--- src/rtl/config_reg_pkg.sv ---
// Shared address map and field layout for the trigger configuration register file.
// Every decoder and field slice in config_reg refers to these names.
package config_reg_pkg;

    localparam int ADDR_W    = 8;
    localparam int DATA_W    = 16;
    localparam int REG_COUNT = 21;
    localparam int GRP_COUNT = 5;

    localparam logic [ADDR_W-1:0] ADDR_CTRL              = 8'h00;
    localparam logic [ADDR_W-1:0] ADDR_CMD               = 8'h01;
    localparam logic [ADDR_W-1:0] ADDR_LOGIC_GRP0        = 8'h02;
    localparam logic [ADDR_W-1:0] ADDR_LOGIC_GRP1        = 8'h03;
    localparam logic [ADDR_W-1:0] ADDR_LOGIC_GRP2        = 8'h04;
    localparam logic [ADDR_W-1:0] ADDR_LOGIC_GRP3        = 8'h05;
    localparam logic [ADDR_W-1:0] ADDR_LOGIC_GRP4        = 8'h06;
    localparam logic [ADDR_W-1:0] ADDR_LOGIC_BURST_SEL   = 8'h07;
    localparam logic [ADDR_W-1:0] ADDR_HIT_AB_SEL        = 8'h08;
    localparam logic [ADDR_W-1:0] ADDR_HIT_MASK          = 8'h09;
    localparam logic [ADDR_W-1:0] ADDR_MONIT_FIX_SEL     = 8'h0A;
    localparam logic [ADDR_W-1:0] ADDR_BUSY_CFG          = 8'h0B;
    localparam logic [ADDR_W-1:0] ADDR_ACD_CSI_TIM_DIFF  = 8'h0C;
    localparam logic [ADDR_W-1:0] ADDR_ACD_CSI_ALIGN     = 8'h0D;
    localparam logic [ADDR_W-1:0] ADDR_CAL_ALIGN         = 8'h0E;
    localparam logic [ADDR_W-1:0] ADDR_TRG_MATCH_WIN     = 8'h0F;
    localparam logic [ADDR_W-1:0] ADDR_TRG_DEAD_TIME     = 8'h10;
    localparam logic [ADDR_W-1:0] ADDR_LOGIC_GRP_OE      = 8'h11;
    localparam logic [ADDR_W-1:0] ADDR_CYCLED_TRG_PERIOD = 8'h12;
    localparam logic [ADDR_W-1:0] ADDR_CYCLED_TRG_NUM    = 8'h13;
    localparam logic [ADDR_W-1:0] ADDR_EXT_TRG_DELAY     = 8'h14;

    // Field positions inside the 16-bit data word
    localparam int CTRL_TRG_ENB_BIT      = 0;
    localparam int CTRL_DATA_TRANS_BIT   = 1;
    localparam int CMD_RST_BIT           = 0;
    localparam int CMD_CYCLED_BGN_BIT    = 1;
    localparam int GRP_MUX_LSB           = 0;
    localparam int GRP_MUX_W             = 8;
    localparam int GRP_SEL_LSB           = 8;
    localparam int GRP_SEL_W             = 2;
    localparam int COINCID_DIV_LSB       = 10;
    localparam int COINCID_DIV_W         = 6;
    localparam int HIT_MONIT_LSB         = 0;
    localparam int HIT_MONIT_W           = 3;
    localparam int BUSY_MONIT_BIT        = 3;
    localparam int BUSY_AB_LSB           = 0;
    localparam int BUSY_MASK_LSB         = 2;
    localparam int BUSY_IGNORE_BIT       = 4;
    localparam int ALIGN_W               = 4;
    localparam int BYTE_W                = 8;

    function automatic logic addr_mapped(input logic [ADDR_W-1:0] addr);
        return addr < ADDR_W'(REG_COUNT);
    endfunction

endpackage

--- src/rtl/config_reg.sv ---
// Write-only configuration register file for the trigger board: one decoded
// register per address, command pulses, and a count of accepted writes.
module config_reg
    import config_reg_pkg::*;
(
    input  logic        clk_in,
    input  logic        rst_in,
    input  logic        wr_in,
    input  logic [7:0]  wr_addr_in,
    input  logic [15:0] data_in,
    output logic        trg_enb_out,
    output logic        data_trans_enb_out,
    output logic [15:0] ctrl_reg_out,
    output logic        cmd_rst_out,
    output logic        cycled_trg_bgn_out,
    output logic [15:0] cmd_reg_out,
    output logic [7:0]  logic_grp0_mux_out,
    output logic [1:0]  logic_grp0_sel_out,
    output logic [7:0]  logic_grp1_mux_out,
    output logic [1:0]  logic_grp1_sel_out,
    output logic [7:0]  logic_grp2_mux_out,
    output logic [1:0]  logic_grp2_sel_out,
    output logic [7:0]  logic_grp3_mux_out,
    output logic [1:0]  logic_grp3_sel_out,
    output logic [7:0]  logic_grp4_mux_out,
    output logic [1:0]  logic_grp4_sel_out,
    output logic [5:0]  coincid_MIP1_div_out,
    output logic [5:0]  coincid_MIP2_div_out,
    output logic [5:0]  coincid_UBS_div_out,
    output logic [1:0]  logic_burst_sel_out,
    output logic [15:0] hit_ab_sel_out,
    output logic [15:0] hit_mask_out,
    output logic [2:0]  hit_monit_fix_sel_out,
    output logic        busy_monit_fix_sel_out,
    output logic [1:0]  busy_ab_sel_out,
    output logic [1:0]  busy_mask_out,
    output logic        busy_ignore_out,
    output logic [7:0]  acd_csi_hit_tim_diff_out,
    output logic [3:0]  acd_fee_top_hit_align_out,
    output logic [3:0]  acd_fee_sec_hit_align_out,
    output logic [3:0]  acd_fee_sid_hit_align_out,
    output logic [3:0]  csi_hit_align_out,
    output logic [3:0]  cal_fee_1_hit_align_out,
    output logic [3:0]  cal_fee_2_hit_align_out,
    output logic [3:0]  cal_fee_3_hit_align_out,
    output logic [3:0]  cal_fee_4_hit_align_out,
    output logic [15:0] trg_match_win_out,
    output logic [7:0]  trg_dead_time_out,
    output logic [7:0]  logic_grp_oe_out,
    output logic [7:0]  cycled_trg_period_out,
    output logic [7:0]  ext_trg_delay_out,
    output logic [15:0] cycled_trg_num_out,
    output logic [15:0] config_received_out
);

    logic [REG_COUNT-1:0] sel;
    logic [GRP_MUX_W-1:0] grp_mux_reg [GRP_COUNT];
    logic [GRP_SEL_W-1:0] grp_sel_reg [GRP_COUNT];

    // One-hot address decode; addresses beyond the map select nothing.
    generate
        for (genvar gi = 0; gi < REG_COUNT; gi++) begin : g_decode
            assign sel[gi] = wr_in && (wr_addr_in == ADDR_W'(gi));
        end
    endgenerate

    always_ff @(posedge clk_in) begin
        if (rst_in)              ctrl_reg_out <= '0;
        else if (sel[ADDR_CTRL]) ctrl_reg_out <= data_in;
    end

    assign trg_enb_out        = ctrl_reg_out[CTRL_TRG_ENB_BIT];
    assign data_trans_enb_out = ctrl_reg_out[CTRL_DATA_TRANS_BIT];

    // Pulses are re-evaluated every cycle, so a held write produces a continuous high.
    always_ff @(posedge clk_in) begin
        if (rst_in) begin
            cmd_reg_out        <= '0;
            cmd_rst_out        <= 1'b0;
            cycled_trg_bgn_out <= 1'b0;
        end else begin
            if (sel[ADDR_CMD]) cmd_reg_out <= data_in;
            cmd_rst_out        <= sel[ADDR_CMD] && data_in[CMD_RST_BIT];
            cycled_trg_bgn_out <= sel[ADDR_CMD] && data_in[CMD_CYCLED_BGN_BIT];
        end
    end

    generate
        for (genvar gi = 0; gi < GRP_COUNT; gi++) begin : g_grp
            always_ff @(posedge clk_in) begin
                if (rst_in) begin
                    grp_mux_reg[gi] <= '0;
                    grp_sel_reg[gi] <= '0;
                end else if (sel[int'(ADDR_LOGIC_GRP0) + gi]) begin
                    grp_mux_reg[gi] <= data_in[GRP_MUX_LSB +: GRP_MUX_W];
                    grp_sel_reg[gi] <= data_in[GRP_SEL_LSB +: GRP_SEL_W];
                end
            end
        end
    endgenerate

    assign logic_grp0_mux_out = grp_mux_reg[0];
    assign logic_grp1_mux_out = grp_mux_reg[1];
    assign logic_grp2_mux_out = grp_mux_reg[2];
    assign logic_grp3_mux_out = grp_mux_reg[3];
    assign logic_grp4_mux_out = grp_mux_reg[4];
    assign logic_grp0_sel_out = grp_sel_reg[0];
    assign logic_grp1_sel_out = grp_sel_reg[1];
    assign logic_grp2_sel_out = grp_sel_reg[2];
    assign logic_grp3_sel_out = grp_sel_reg[3];
    assign logic_grp4_sel_out = grp_sel_reg[4];

    // Coincidence dividers share the upper bits of groups 0, 1 and 4.
    always_ff @(posedge clk_in) begin
        if (rst_in) begin
            coincid_MIP1_div_out <= '0;
            coincid_MIP2_div_out <= '0;
            coincid_UBS_div_out  <= '0;
        end else begin
            if (sel[ADDR_LOGIC_GRP0]) coincid_MIP1_div_out <= data_in[COINCID_DIV_LSB +: COINCID_DIV_W];
            if (sel[ADDR_LOGIC_GRP1]) coincid_MIP2_div_out <= data_in[COINCID_DIV_LSB +: COINCID_DIV_W];
            if (sel[ADDR_LOGIC_GRP4]) coincid_UBS_div_out  <= data_in[COINCID_DIV_LSB +: COINCID_DIV_W];
        end
    end

    always_ff @(posedge clk_in) begin
        if (rst_in)                         logic_burst_sel_out <= '0;
        else if (sel[ADDR_LOGIC_BURST_SEL]) logic_burst_sel_out <= data_in[1:0];
    end

    always_ff @(posedge clk_in) begin
        if (rst_in)                    hit_ab_sel_out <= '0;
        else if (sel[ADDR_HIT_AB_SEL]) hit_ab_sel_out <= data_in;
    end

    always_ff @(posedge clk_in) begin
        if (rst_in)                  hit_mask_out <= '0;
        else if (sel[ADDR_HIT_MASK]) hit_mask_out <= data_in;
    end

    always_ff @(posedge clk_in) begin
        if (rst_in) begin
            hit_monit_fix_sel_out  <= '0;
            busy_monit_fix_sel_out <= 1'b0;
        end else if (sel[ADDR_MONIT_FIX_SEL]) begin
            hit_monit_fix_sel_out  <= data_in[HIT_MONIT_LSB +: HIT_MONIT_W];
            busy_monit_fix_sel_out <= data_in[BUSY_MONIT_BIT];
        end
    end

    always_ff @(posedge clk_in) begin
        if (rst_in) begin
            busy_ab_sel_out <= '0;
            busy_mask_out   <= '0;
            busy_ignore_out <= 1'b0;
        end else if (sel[ADDR_BUSY_CFG]) begin
            busy_ab_sel_out <= data_in[BUSY_AB_LSB +: 2];
            busy_mask_out   <= data_in[BUSY_MASK_LSB +: 2];
            busy_ignore_out <= data_in[BUSY_IGNORE_BIT];
        end
    end

    always_ff @(posedge clk_in) begin
        if (rst_in)                          acd_csi_hit_tim_diff_out <= '0;
        else if (sel[ADDR_ACD_CSI_TIM_DIFF]) acd_csi_hit_tim_diff_out <= data_in[BYTE_W-1:0];
    end

    always_ff @(posedge clk_in) begin
        if (rst_in) begin
            acd_fee_top_hit_align_out <= '0;
            acd_fee_sec_hit_align_out <= '0;
            acd_fee_sid_hit_align_out <= '0;
            csi_hit_align_out         <= '0;
        end else if (sel[ADDR_ACD_CSI_ALIGN]) begin
            acd_fee_top_hit_align_out <= data_in[0*ALIGN_W +: ALIGN_W];
            acd_fee_sec_hit_align_out <= data_in[1*ALIGN_W +: ALIGN_W];
            acd_fee_sid_hit_align_out <= data_in[2*ALIGN_W +: ALIGN_W];
            csi_hit_align_out         <= data_in[3*ALIGN_W +: ALIGN_W];
        end
    end

    always_ff @(posedge clk_in) begin
        if (rst_in) begin
            cal_fee_1_hit_align_out <= '0;
            cal_fee_2_hit_align_out <= '0;
            cal_fee_3_hit_align_out <= '0;
            cal_fee_4_hit_align_out <= '0;
        end else if (sel[ADDR_CAL_ALIGN]) begin
            cal_fee_1_hit_align_out <= data_in[0*ALIGN_W +: ALIGN_W];
            cal_fee_2_hit_align_out <= data_in[1*ALIGN_W +: ALIGN_W];
            cal_fee_3_hit_align_out <= data_in[2*ALIGN_W +: ALIGN_W];
            cal_fee_4_hit_align_out <= data_in[3*ALIGN_W +: ALIGN_W];
        end
    end

    always_ff @(posedge clk_in) begin
        if (rst_in)                       trg_match_win_out <= '0;
        else if (sel[ADDR_TRG_MATCH_WIN]) trg_match_win_out <= data_in;
    end

    always_ff @(posedge clk_in) begin
        if (rst_in)                       trg_dead_time_out <= '0;
        else if (sel[ADDR_TRG_DEAD_TIME]) trg_dead_time_out <= data_in[BYTE_W-1:0];
    end

    always_ff @(posedge clk_in) begin
        if (rst_in)                      logic_grp_oe_out <= '0;
        else if (sel[ADDR_LOGIC_GRP_OE]) logic_grp_oe_out <= data_in[BYTE_W-1:0];
    end

    always_ff @(posedge clk_in) begin
        if (rst_in)                           cycled_trg_period_out <= '0;
        else if (sel[ADDR_CYCLED_TRG_PERIOD]) cycled_trg_period_out <= data_in[BYTE_W-1:0];
    end

    always_ff @(posedge clk_in) begin
        if (rst_in)                        cycled_trg_num_out <= '0;
        else if (sel[ADDR_CYCLED_TRG_NUM]) cycled_trg_num_out <= data_in;
    end

    always_ff @(posedge clk_in) begin
        if (rst_in)                       ext_trg_delay_out <= '0;
        else if (sel[ADDR_EXT_TRG_DELAY]) ext_trg_delay_out <= data_in[BYTE_W-1:0];
    end

    // Counts mapped writes only; natural 16-bit wrap.
    always_ff @(posedge clk_in) begin
        if (rst_in)                                  config_received_out <= '0;
        else if (wr_in && addr_mapped(wr_addr_in))   config_received_out <= config_received_out + 16'd1;
    end

endmodule

--- config.mk ---
export PLATFORM = sky130hd
export DESIGN_NAME = config_reg
export DESIGN_NICKNAME = d
export VERILOG_FILES = /design/src/rtl/config_reg_pkg.sv /design/src/rtl/config_reg.sv
export SDC_FILE = /design/constraint.sdc
export NUM_CORES = 1
export LEC_CHECK = 0
export BUFFER_PORTS_ARGS = -buffer_cell sky130_fd_sc_hd__clkbuf_2
export CORE_MARGIN = 8
export CORE_UTILIZATION = 50
export DETAILED_ROUTE_END_ITERATION = 8
export PLACE_DENSITY = 0.78
export SLEW_MARGIN = 25
export SYNTH_ARGS = -nofsm -noshare
export SYNTH_HDL_FRONTEND = slang
export SYNTH_SLANG_ARGS = --single-unit
--- constraint.sdc ---
create_clock -name clk_in -period 4.7 [get_ports clk_in]
set_input_delay 0.235 -clock clk_in [delete_from_list [all_inputs] [get_ports clk_in]]
set_output_delay 0.235 -clock clk_in [all_outputs]
set_load 0.02 [all_outputs]
# Yosys cells after proc, flatten, opt, wreduce, memory -nomap -nowiden
# Memory sizes are Yosys's and may differ from the RTL's.
# Index checks and enable logic that the tools add are counted.
[word_totals]
register_bits = 215
ram_bits = 50
input_bits = 27
out_inout_bits = 267
word_cells = 117
n_memories = 2
[classes]
n_addsub = 1
n_lt_le_gt_ge = 1
n_eq_ne = 20
n_mux = 27
bitwise_logic = 10
reduce_logical = 25
[mem_list]
columns = ["memory", "words", "width", "rd", "rd_ports_with_merged_regs", "write_ports", "line", "rtl"]
rows = [
  ["grp_mux_reg", 5, 8, 5, 0, 5, "config_reg.sv:57", "logic [GRP_MUX_W-1:0] grp_mux_reg [GRP_COUNT];"],
  ["grp_sel_reg", 5, 2, 5, 0, 5, "config_reg.sv:58", "logic [GRP_SEL_W-1:0] grp_sel_reg [GRP_COUNT];"],
]
[op_table]
columns = ["operator", "n"]
rows = [
  ["$eq A8 B4 Y1 const B", 8],
  ["$eq A8 B5 Y1 const B", 5],
  ["$mux W8", 5],
  ["$eq A8 B3 Y1 const B", 4],
  ["$logic_and A1 B1 Y1", 24],
  ["$mux W1", 17],
  ["$add A16 B1 Y16 const B", 1],
  ["$eq A8 B2 Y1 const B", 2],
  ["$mux W2", 5],
  ["$or A1 B1 Y1", 10],
  ["$eq A8 B1 Y1 const B", 1],
  ["$logic_not A8 Y1", 1],
  ["$lt A8 B5 Y1 const B", 1],
]

# Longest topological paths before layout
[depth]
depth_word = 6
ltp_mapped = 8
ltp_nobuf = 5

# Worst setup path before layout
# Ideal clock, no wire load.
[synth_path]
path_kind = "input-to-reg"
start = "input port wr_addr_in[4]"
end = "memory grp_mux_reg[3][0] (enable)"
setup_time_ns = 0.379
arrival_time_ns = 1.473
t_required_ns = 4.321
slack_ns = 2.848
stages = 4
path_buffers = 1
path_cell_list = "buf_2 -> nor4_4 -> nand2_1 -> o21bai_1"
[synth_rtl]
columns = ["item", "line", "rtl"]
rows = [
  ["from (decl)", "config_reg.sv:9", "input logic [7:0] wr_addr_in,"],
  ["to (decl)", "config_reg.sv:57", ""],
]

# Worst setup path in the final report
[layout_path]
start = "input port wr_addr_in[7]"
end = "register hit_mask_out[2]"
[layout_between]
elab_chain_len = 2
[layout_rtl]
columns = ["item", "line", "rtl"]
rows = [
  ["$eq A8 B4 Y1", "config_reg.sv:63", "assign sel[gi] = wr_in && (wr_addr_in == ADDR_W'(gi));"],
  ["$logic_and A1 B1 Y1", "config_reg.sv:63", ""],
  ["to (signal assigned)", "config_reg.sv:138", "else if (sel[ADDR_HIT_MASK]) hit_mask_out <= data_in;"],
  ["to (decl)", "config_reg.sv:32", "output logic [15:0] hit_mask_out,"],
]
# Every way passes these cells.
# A chain may end at the register's enable or synchronous reset.

==> impl_results.md <==
- Status: finished, final reports clean
- Worst min path class: input port to register
- Worst Reg-to-Reg Cells: 4
- Final core utilization: 0.639
- Ys Warns: 0
- Crit path time final: ~2.2 ns
- Crit path largest cell delay: 0.84 ns
- # resized after CTS: 0
- Post-Synthesis Net Count: roughly 930
- Die X: roughly 160 µm
- Syn_area_per_cell: between 10 and 15 µm²
- Clk_skew: approximately 0.0080 ns
- Largest net degree at the start of global routing: 110
- WS Path Type: input port to register
- Routed vias/inst: 5.22
- Cells after Synth: between 900 and 1000
- Post-CTS Setup Bufs: 0
- Area Growth Syn to Fin: 26.0%
- Setup TNS: 0 ns
- Reg clk slew, reported paths: roughly 0.06 ns
- Ys flop type: dfxtp_1
- Worst-Skew Late Latency: ~0.53 ns
- First-pass iteration count of the detailed router: 5
- Final hold violations: 0
- Mux contribution to synthesized area: 0.168
- Startpoint types: input port
- GRT overflow: 0
- Htree depth: 1
- DRC viols: 0
- Hold Path End: cycled_trg_num_out[15]
- HP Start: data_in[15]
- FMAX: between 400 and 500 MHz
- Xor-xnor portion of the synthesized cell area: 0.00178
- Power Dens Cells: around 390 mW/mm²
- Mapped cell area: ~0.0098 mm²
- Via count: 7537
- Synth unique cells: 39
- TritonCTS Buffers: 28
- Total track usage: 0.234
- Final period util: 0.471
- Cell family with most CP delay: simple AND/OR/NAND/NOR gates
- Clk sink count: approximately 270
- Slowest cell on crit path: nor4_4
- Antenna viol nets, final: 0
- Global-route wire length before repair: 44.6 mm
- Clock root cell: clkbuf_16
- Share of cells above drive strength 1: 0.302
- Die area: roughly 0.024 mm²
- FF-to-FF setup slack: slightly below 3 ns
- I/O pins: 294
- Fraction of registers with async set/reset: 0
- CTS Hold Bufs: 0
- Largest family of logic cells by synthesized area: multiplexers
- Buffers on Ports: just under 300
- N_diodes: 0
- Adder-cell area share of the yosys netlist: 0.00127
- Peak supply drop: 0.000299 V
- Dpl hpwl: 20.0 mm
- EDFF count, synth: 50
- Max Buffers Root-to-Sink: 3
- Worst Tran Pin Value: 1.02 ns
- Routability Congestion: between 0.8 and 0.9
- Unrepaired setup endpoints after global routing: false
- WHS: roughly 0.17 ns
- # setup viols final: 0
- Vias in the first global route: ~7600
- Worst slew margin: 0.321
- CP bufs+invs: 2
- Register area share after synthesis: 0.590
- Crit path DAT: about 2.6 ns
- Total placed cells including tap cells: 1391
- Final max-slew violation count: 0
- Hold path depth: 3
- # Max-Cap Violations: 0
- 1st-iter DRT viols: 470
- Final Non-Filler Cells: 1444
- Die Y: between 150 and 200 µm
- Worst-path fanout max: 17
- Final nets: ~1200
- Critical Path Sink Type: register
- Simple-gate share of the synthesized area: 0.161
- Critical Path RT: around 5 ns
- Crit path cell chain: clkbuf_2 -> nor4_4 -> nand4b_1 -> buf_4 -> mux2i_1 -> nor2_1
- Wirelength per Cell: between 20 and 25 µm
- Routed WL: roughly 29 mm
- Pleak: 6.45 nW
- Yosys reg bits: ~270
- Reg-to-reg critical path endpoint: config_received_out[12]
- Post-synthesis compound-gate area fraction: 0.0438
- Core area: just under 0.02 mm²
- Max reg flops: 40
- Antenna violations before repair: 0
- Reg2reg start: config_received_out[2]
- CTS tree: done
- Tot Pwr: 0.00489 W
- WP depth: 6
- Row count: 51
- Starting density of the core: 0.507
==> cell families after synthesis <==
| kind of cell | Yosys count |
|---|---|
| XOR/XNOR | 2 |
| adder cells (fa/ha/maj) | 1 |
| AND/OR/NAND/NOR | 322 |
| multiplexers | 165 |
| flip-flops | 265 |
| buffers and inverters | 80 |
| AO/OA/AOI/OAI | 66 |
==> metrics by stage <==
step                      worst slack [ns]  instance area (µm²)
after floorplan                       2.85                 9840
after global placement                2.02                11400
after detailed placement              1.98                11400
after CTS                             2.51                12400
after global routing                  2.30                12400
final                                 2.49                12400
==> area by class of cell <==
type                    instances  area, µm²
flip-flops and latches        265       5810
repair buffers                301       1530
inverters                       5       18.8
clock buffers                  44        821
multi-input cells             556       3710
well taps                     265        332
clock inverters                 8        180
fillers                      1579       7000
==> report_power, final <==
group	switching [W]	internal (W)
Sequential	0.00000932	0.00234
Combinational	0.000159	0.0000397
Clock	0.000879	0.00147
Total	0.00105	0.00385
==> worst min-delay path: stages <==
cell      delay, ns
clkbuf_2       0.23
nand2_1        0.11
a21oi_1        0.07
==> Yosys cell counts, types with 2 or more instances <==
cell type	count	area share
and4_1	4	0.0036
xor2_1	2	0.0018
and3b_1	2	0.0018
nor3b_2	2	0.0025
edfxtp_1	50	0.15
nand3b_1	2	0.0015
or4_1	7	0.0053
mux2i_1	164	0.17
a21oi_1	28	0.014
nor3_1	2	0.0010
dfxtp_1	215	0.44
nor2_1	170	0.065
and2_1	51	0.032
nand4b_1	4	0.0036
nand2_1	40	0.015
inv_1	5	0.0019
a31oi_1	3	0.0019
nand3_1	7	0.0036
o21ai_0	6	0.0031
o31ai_1	7	0.0053
nor2b_1	2	0.0013
nor3b_1	3	0.0023
o211ai_1	2	0.0015
a22o_1	18	0.016
or3_1	5	0.0032
buf_2	15	0.0076
nand4_2	4	0.0051
and3_1	3	0.0019
clkbuf_1	57	0.022
nand4_1	8	0.0051
buf_4	3	0.0023
nor3_2	3	0.0031
==> layout by cell type (no fill, tap or decap), drive strengths merged, types with 3 or more instances in the layout <==
master  instances
a21oi          28
a22o           18
a31oi           3
and2           51
and3            3
and4            4
buf             8
bufinv          5
clkbuf        337
clkinv          3
dfxtp         215
edfxtp         50
inv             5
mux2i         164
nand2          40
nand3           8
nand4          12
nand4b          4
nor2          170
nor3            5
nor3b           5
o21ai           6
o31ai           7
or3             5
or4             7
==> how the worst max path moves through the flow <==
stage                   from                 to  slack [ns]
2_1_floorplan  wr_addr_in[4]  grp_mux_reg[3][0]        2.85
3_3_place_gp   wr_addr_in[7]    hit_mask_out[2]        2.02
3_5_place_dp   wr_addr_in[7]   hit_mask_out[13]        1.98
4_1_cts        wr_addr_in[7]    hit_mask_out[2]        2.51
5_1_grt        wr_addr_in[7]  grp_sel_reg[2][1]        2.30
6_report       wr_addr_in[7]    hit_mask_out[2]        2.49
==> per-layer routing <==
layer	global-route usage	share of wire	up-vias
met5	0	0	-
li1	-	-	3601
met1	0.279	0.40	3617
met2	0.408	0.49	279
met3	0.0667	0.087	40
met4	0.0604	0.021	0
Note: power is estimated with default switching activity, not from simulation.
